### src/rtl/cg_rvarch_wb_arbiter.sv
// Register-file writeback arbiter: the ALU writes directly, the LSU writes through a small FIFO.
// The ALU normally wins, and a starvation counter forces the LSU head through after STARVE_LIMIT losses.
module cg_rvarch_wb_arbiter #(
   parameter int DATA_WIDTH   = 32,
   parameter int DATA_NUM     = 32,
   parameter int LSU_DEPTH    = 2,
   parameter int STARVE_LIMIT = 3
) (
   input  logic                          i_clk,
   input  logic                          i_rst_n,
   input  logic                          i_alu_valid,
   output logic                          o_alu_ready,
   input  logic [$clog2(DATA_NUM)-1:0]   i_alu_rd_addr,
   input  logic [DATA_WIDTH-1:0]         i_alu_rd_data,
   input  logic                          i_lsu_valid,
   output logic                          o_lsu_ready,
   input  logic [$clog2(DATA_NUM)-1:0]   i_lsu_rd_addr,
   input  logic [DATA_WIDTH-1:0]         i_lsu_rd_data,
   output logic                          o_rd_we,
   output logic [$clog2(DATA_NUM)-1:0]   o_rd_addr,
   output logic [DATA_WIDTH-1:0]         o_rd_data,
   output logic [$clog2(LSU_DEPTH):0]    o_lsu_count
);

   localparam int AW = $clog2(DATA_NUM);
   localparam int PW = $clog2(LSU_DEPTH);
   localparam int CW = PW + 1;
   localparam int SW = $clog2(STARVE_LIMIT + 1);

   localparam logic [CW-1:0] DEPTH_C    = CW'(LSU_DEPTH);
   localparam logic [SW-1:0] STARVE_MAX = SW'(STARVE_LIMIT);

   typedef enum logic [1:0] {
      GNT_NONE = 2'd0,
      GNT_ALU  = 2'd1,
      GNT_LSU  = 2'd2
   } grant_t;

   logic [AW-1:0]         fifo_addr [LSU_DEPTH];
   logic [DATA_WIDTH-1:0] fifo_data [LSU_DEPTH];
   logic [PW-1:0]         wr_ptr;
   logic [PW-1:0]         rd_ptr;
   logic [CW-1:0]         count;
   logic [SW-1:0]         starve_cnt;

   logic                  fifo_empty;
   logic                  lsu_force;
   logic                  push;
   logic                  pop;
   grant_t                grant;
   logic [AW-1:0]         win_addr;
   logic [DATA_WIDTH-1:0] win_data;

   // Both ready signals come from registered state only, so a full FIFO never accepts a push
   // even when the head is being popped in the same cycle.
   assign fifo_empty  = (count == '0);
   assign lsu_force   = !fifo_empty && (starve_cnt == STARVE_MAX);
   assign o_alu_ready = !lsu_force;
   assign o_lsu_ready = (count < DEPTH_C);
   assign o_lsu_count = count;
   assign push        = i_lsu_valid && o_lsu_ready;
   assign pop         = (grant == GNT_LSU);

   always_comb begin
      grant    = GNT_NONE;
      win_addr = o_rd_addr;
      win_data = o_rd_data;
      if (i_alu_valid && !lsu_force) begin
         grant    = GNT_ALU;
         win_addr = i_alu_rd_addr;
         win_data = i_alu_rd_data;
      end else if (!fifo_empty) begin
         grant    = GNT_LSU;
         win_addr = fifo_addr[rd_ptr];
         win_data = fifo_data[rd_ptr];
      end
   end

   // Storage is not reset; the occupancy count alone decides which entries are live.
   always_ff @(posedge i_clk) begin
      if (push) begin
         fifo_addr[wr_ptr] <= i_lsu_rd_addr;
         fifo_data[wr_ptr] <= i_lsu_rd_data;
      end
   end

   always_ff @(posedge i_clk or negedge i_rst_n) begin
      if (!i_rst_n) begin
         wr_ptr <= '0;
         rd_ptr <= '0;
         count  <= '0;
      end else begin
         if (push) begin
            wr_ptr <= wr_ptr + PW'(1);
         end
         if (pop) begin
            rd_ptr <= rd_ptr + PW'(1);
         end
         case ({push, pop})
            2'b10:   count <= count + CW'(1);
            2'b01:   count <= count - CW'(1);
            default: count <= count;
         endcase
      end
   end

   // The counter only advances while the LSU actually has something waiting.
   always_ff @(posedge i_clk or negedge i_rst_n) begin
      if (!i_rst_n) begin
         starve_cnt <= '0;
      end else if (grant == GNT_LSU) begin
         starve_cnt <= '0;
      end else if ((grant == GNT_ALU) && !fifo_empty && (starve_cnt != STARVE_MAX)) begin
         starve_cnt <= starve_cnt + SW'(1);
      end
   end

   always_ff @(posedge i_clk or negedge i_rst_n) begin
      if (!i_rst_n) begin
         o_rd_we   <= 1'b0;
         o_rd_addr <= '0;
         o_rd_data <= '0;
      end else begin
         o_rd_we <= (grant != GNT_NONE) && (win_addr != '0);
         if (grant != GNT_NONE) begin
            o_rd_addr <= win_addr;
            o_rd_data <= win_data;
         end
      end
   end

endmodule
### config.mk
export PLATFORM = sky130hd
export DESIGN_NAME = cg_rvarch_wb_arbiter
export DESIGN_NICKNAME = d
export VERILOG_FILES = /design/src/rtl/cg_rvarch_wb_arbiter.sv
export SDC_FILE = /design/constraint.sdc
export NUM_CORES = 1
export LEC_CHECK = 0
export ABC_AREA = 1
export BUFFER_PORTS_ARGS = -buffer_cell sky130_fd_sc_hd__buf_2
export CORE_ASPECT_RATIO = 0.6
export CORE_MARGIN = 1
export CORE_UTILIZATION = 40
export CTS_CLUSTER_SIZE = 40
export DETAILED_ROUTE_END_ITERATION = 10
export HOLD_SLACK_MARGIN = 0.06
export PLACE_DENSITY = 0.67
export SLEW_MARGIN = 20
export SYNTH_ARGS = -nofsm -noshare
export SYNTH_HDL_FRONTEND = slang
export SYNTH_SLANG_ARGS = --single-unit
### constraint.sdc
create_clock -name i_clk -period 4.4 [get_ports i_clk]
set_clock_uncertainty 0.2 [all_clocks]
set_input_delay 1.1 -clock i_clk [delete_from_list [all_inputs] [get_ports i_clk]]
set_output_delay 1.1 -clock i_clk [all_outputs]
set_load 0.02 [all_outputs]
# After elaboration in Yosys (flattened, before gate mapping)
# Memory sizes are Yosys's and may differ from the RTL's.
# Index checks and enable logic that the tools add are counted.
dict set report word_totals {
  regBits 44
  ramBits 74
  input_bits 78
  out_inout_bits 42
  wordCells 47
  memories 2
}
# name depth word_bits rd rd_clocked_by_memory_dff wr line_no
set mem_list {}
lappend mem_list {fifo_data 2 32 1 0 1 40} ;# logic [DATA_WIDTH-1:0] fifo_data [LSU_DEPTH];
lappend mem_list {fifo_addr 2 5 1 0 1 39} ;# logic [AW-1:0] fifo_addr [LSU_DEPTH];
dict set report op_classes {
  n_addsub 5
  magnitude_cmp 1
  eq_ne 7
  n_mux 11
  reduce_logical 14
}
# operator n
set ops {}
lappend ops {{32-bit 2-to-1 mux} 2}
lappend ops {{5-bit 2-to-1 mux} 2}
lappend ops {{2-bit 2-to-1 mux} 4}
lappend ops {{2-bit equality test (second input constant)} 3}
lappend ops {{1-bit logical AND} 6}
lappend ops {{2-bit nonzero test} 3}
lappend ops {{5-bit nonzero test} 1}
lappend ops {{2-bit by 1-bit adder with 2-bit output (second input constant)} 2}
lappend ops {{2-bit by 1-bit equality test with 1-bit output (second input constant)} 2}
lappend ops {{2-bit one-hot mux with 2 select lines} 1}
lappend ops {{1-bit adder (second input constant)} 2}
lappend ops {{1-bit zero test} 2}
lappend ops {{2-bit zero test} 1}
lappend ops {{2-bit < comparator (second input constant)} 1}
lappend ops {{1-bit 2-to-1 mux} 2}
lappend ops {{2-bit by 1-bit != test with 1-bit output (second input constant)} 1}
lappend ops {{2-bit != test (second input constant)} 1}
lappend ops {{2-bit AND reduction} 1}
lappend ops {{2-bit by 1-bit subtractor with 2-bit output (second input constant)} 1}

# Depth between registers and ports, before layout
dict set report logic_depth {
  ltp_word 11
  mapped_depth 11
  depth_no_buf 10
}

# Worst setup path after synthesis
# Ideal clock, no wire load.
dict set report synth_path {
  kind {in2reg}
  from {input port i_lsu_valid}
  to {memory fifo_addr[0][0] (netlist name) (enable)}
  setup_time_ps 431
  t_arrival_ps 2780
  required_time_ps 3769
  slack_ps 989
  path_stages 2
  n_path_buf 0
  cell_sequence {nand2_1 > nor2_1}
}
dict set report synth_via {
  elab_chain_cells 3
}
# element line_no
set synth_lines {}
lappend synth_lines {{from (decl)} 15} ;# input logic i_lsu_valid,
lappend synth_lines {{1-bit logical AND} 61} ;# assign push = i_lsu_valid && o_lsu_ready;
lappend synth_lines {{1-bit 2-to-1 mux} 81} ;# if (push) begin
lappend synth_lines {{1-bit 2-to-1 mux (not written as such)} 82} ;# fifo_addr[wr_ptr] <= i_lsu_rd_addr;
lappend synth_lines {{to (decl)} 39}
# Every way passes these cells.

# Final worst setup path
dict set report layout_path {
  from {register count[0], in the netlist o_lsu_count[0]}
  to {output port o_alu_ready}
}
dict set report layout_via {
  elab_chain_cells 4
}
# element line_no
set layout_lines {}
lappend layout_lines {{from (decl)} 43} ;# logic [CW-1:0] count;
lappend layout_lines {{from (signal assigned)} 100} ;# 2'b10: count <= count + CW'(1);
lappend layout_lines {{from (signal assigned)} 101} ;# 2'b01: count <= count - CW'(1);
lappend layout_lines {{from (signal assigned)} 102} ;# default: count <= count;
lappend layout_lines {{2-bit zero test} 56} ;# assign fifo_empty = (count == '0);
lappend layout_lines {{1-bit zero test} 57} ;# assign lsu_force = !fifo_empty && (starve_cnt == STARVE_MAX);
lappend layout_lines {{1-bit logical AND} 57}
lappend layout_lines {{1-bit zero test} 58} ;# assign o_alu_ready = !lsu_force;
lappend layout_lines {{to (decl)} 12} ;# output logic o_alu_ready,
# Every way passes these cells.

==> out/qor.yml <==
die_area_sq_um: 12300
cts_setup_buffers: 0
holdWs_ns: 0.284
cts_root_buf: "clkbuf_16"
die_x_um: 143
vias: 2979
avgSynthCellArea_sq_um: 14.0
path_clk_slew_ns: 0.05
clk_latency_ns: 0.40
dp_hpwl_mm: 6.70
syn_nets: 419
ctsHoldBuffers: 0
place.gp.congestion: 0.792
ys_async_sr_fraction_pct: 37.3
gr-total-overflow: 0
initial_core_util_pct: 41.6
crit_start: "o_lsu_count[0]"
cts_tree: "yes"
die_y_um: 86.4
area_growth_pct: 26.9
drive_above_1_share_pct: 39.0
postCtsResizedCells: 0
synthCells: 339
max_freq_mhz: 380
via_per_inst: 4.66
synth_area_leader_cell: "edfxtp_1"
cp-start-kind: "register"
instances_no_fill: 639
ant_nets: 0
synth_edf_count: 74
cp-end-kind: "output port"
dp_cells: 605
rows: 30
drtPass1Iterations: 4
crit_type: "register to output port"
grt_antenna_before_repair: 3
cellLeakagePower_nw: 2.65
fin_tns_setup_ns: 0
cp_data_required_time_ns: 3.10
cts_buffer_depth: 2
core-area_sq_um: 11400
crit_arrival_ns: 1.33
grt_pass1_wl_mm: 15.9
grt_max_degree: 45
drv_cap: 0
first_global_vias: 3095
io_pins: 120
slew_headroom_pct: 29.9
clock_sinks: 118
rsz0062_at_grt: "no"
tightest_slew_ns: 1.05
fin_crit_sh_pct: 59.8
synth_cell_types: 24
peakVddDrop_mv: 0.325
synth-main-ff-cell: "edfxtp_1"
hp-class: "register to register"
power_density_nw_per_um2: 677
track_usage_pct: 18.0
drt_iter0_drc: 92
wire_per_inst_um: 15.5
htree_levels: 4
synthTopCellsByArea: "edfxtp_1, dfrtp_1, nand2_1"
syn-cell-area_sq_um: 4750
nNetsFinal: 545
finalSetupViolCount: 0
drc_errors: 0
seq_area_frac_synth_pct: 70.0
critPathMaxFanout: 13
yosys_warnings: 0
ys_seq_elements: 118
netlist.area_leader.share_pct: 46.8
hold_viol_final: 0
drv_slew: 0
period_minus_slack_ns: 2.63
cts_buffers: 17
status: "finished, final reports clean"
wl_mm: 9.92
r2r_start: "o_lsu_count[0]"
port_buffers: 119
min-delay-start: "starve_cnt[1]"
==> registers in the layout, summed over array words and instances (netlist names) <==
| signal | cells |
|---|---|
| fifo_data | 64 |
| o_rd_data | 32 |
| fifo_addr | 10 |
| o_rd_addr | 5 |
| o_lsu_count | 2 |
| starve_cnt | 2 |
| o_rd_we | 1 |
| rd_ptr | 1 |
| wr_ptr | 1 |
==> cell type report <==
type / instances / area, sq um
Antenna cell: 2 / 5.00
Clock inverter: 4 / 20.0
Fill cell: 1015 / 5390
Tap cell: 160 / 200
Multi-Input combinational cell: 192 / 1290
Clock buffer: 27 / 503
Timing Repair Buffer: 121 / 626
Inverter: 15 / 56.3
Sequential cell: 118 / 3320
==> worst paths after layout <==
path,to,slack [ns],cells after the start
worst min-delay path,starve_cnt[1],0.28,2
min in group asynchronous,o_rd_data[3],0.52,1
max in group asynchronous,rd_ptr,3.05,1
worst max-delay path,o_alu_ready,1.77,4
worst min register to register,starve_cnt[1],0.28,2
worst max register to register,o_lsu_count[1],1.98,10
==> Yosys cell counts, types with 2 or more instances <==
| library cell | instances |
|---|---|
| o21ai_0 | 4 |
| nand2_4 | 3 |
| buf_2 | 4 |
| nand3_1 | 7 |
| mux2i_1 | 32 |
| inv_2 | 3 |
| clkbuf_1 | 3 |
| nor2_1 | 4 |
| o211ai_2 | 29 |
| xor2_1 | 3 |
| buf_6 | 4 |
| or2_1 | 2 |
| buf_4 | 2 |
| ha_1 | 2 |
| nand2_1 | 99 |
| edfxtp_1 | 74 |
| dfrtp_1 | 44 |
| o211ai_1 | 3 |
| inv_1 | 12 |
==> placed cells by master (no fill, tap or decap), drive strengths merged, types with 5 or more instances in the layout <==
| cell type | instances |
|---|---|
| buf | 121 |
| nand2 | 103 |
| edfxtp | 74 |
| dfrtp | 44 |
| mux2i | 32 |
| o211ai | 32 |
| clkbuf | 27 |
| inv | 15 |
| nand3 | 7 |
| nor2 | 5 |
==> cell families (layout without fill, tap and decap cells) <==
family / Yosys count / in the layout / share of synthesized area, %
flip-flops: 118 / 118 / 70.0
AO/OA/AOI/OAI: 37 / 37 / 8.64
multiplexers: 32 / 32 / 6.74
XOR/XNOR: 4 / 4 / 0.738
adder cells (fa/ha/maj): 2 / 2 / 0.527
AND/OR/NAND/NOR: 117 / 117 / 10.1
buffers and inverters: 29 / 167 / 3.27
other: 0 / 2 / 0
==> critical path: stages, from the launching register on <==
cell     delay [ns]
dfrtp_1        0.43
inv_2          0.07
nand2_4        0.16
nand2_2        0.10
buf_2          0.17
==> power breakdown <==
part	internal, W	total (W)	leakage [nW]	switching [W]
combinational	0.000432	0.00125	1.18	0.000819
clock	0.000770	0.00119	0.261	0.000419
sequential	0.00151	0.00164	1.20	0.000130
==> metal layers <==
metal	GRT usage (%)	part of all wire (%)	routed length [um]
met3	8.67	7.8	773
met4	4.59	0.25	25
met2	25.5	41	4030
met1	24.8	51	5080
met5	0	0.14	14
==> through the flow <==
stage	total power (W)	setup WS [ns]	util [%]	area, sq um
global placement	0.00288	1.48	48.0	5480
floorplan	0.00254	0.989	-	4750
global route	0.00433	1.65	52.8	6020
CTS	0.00412	1.74	52.6	6000
finish	0.00408	1.77	52.8	6030
detailed placement	0.00291	1.45	48.0	5480
Note: power is estimated with default switching activity, not from simulation.
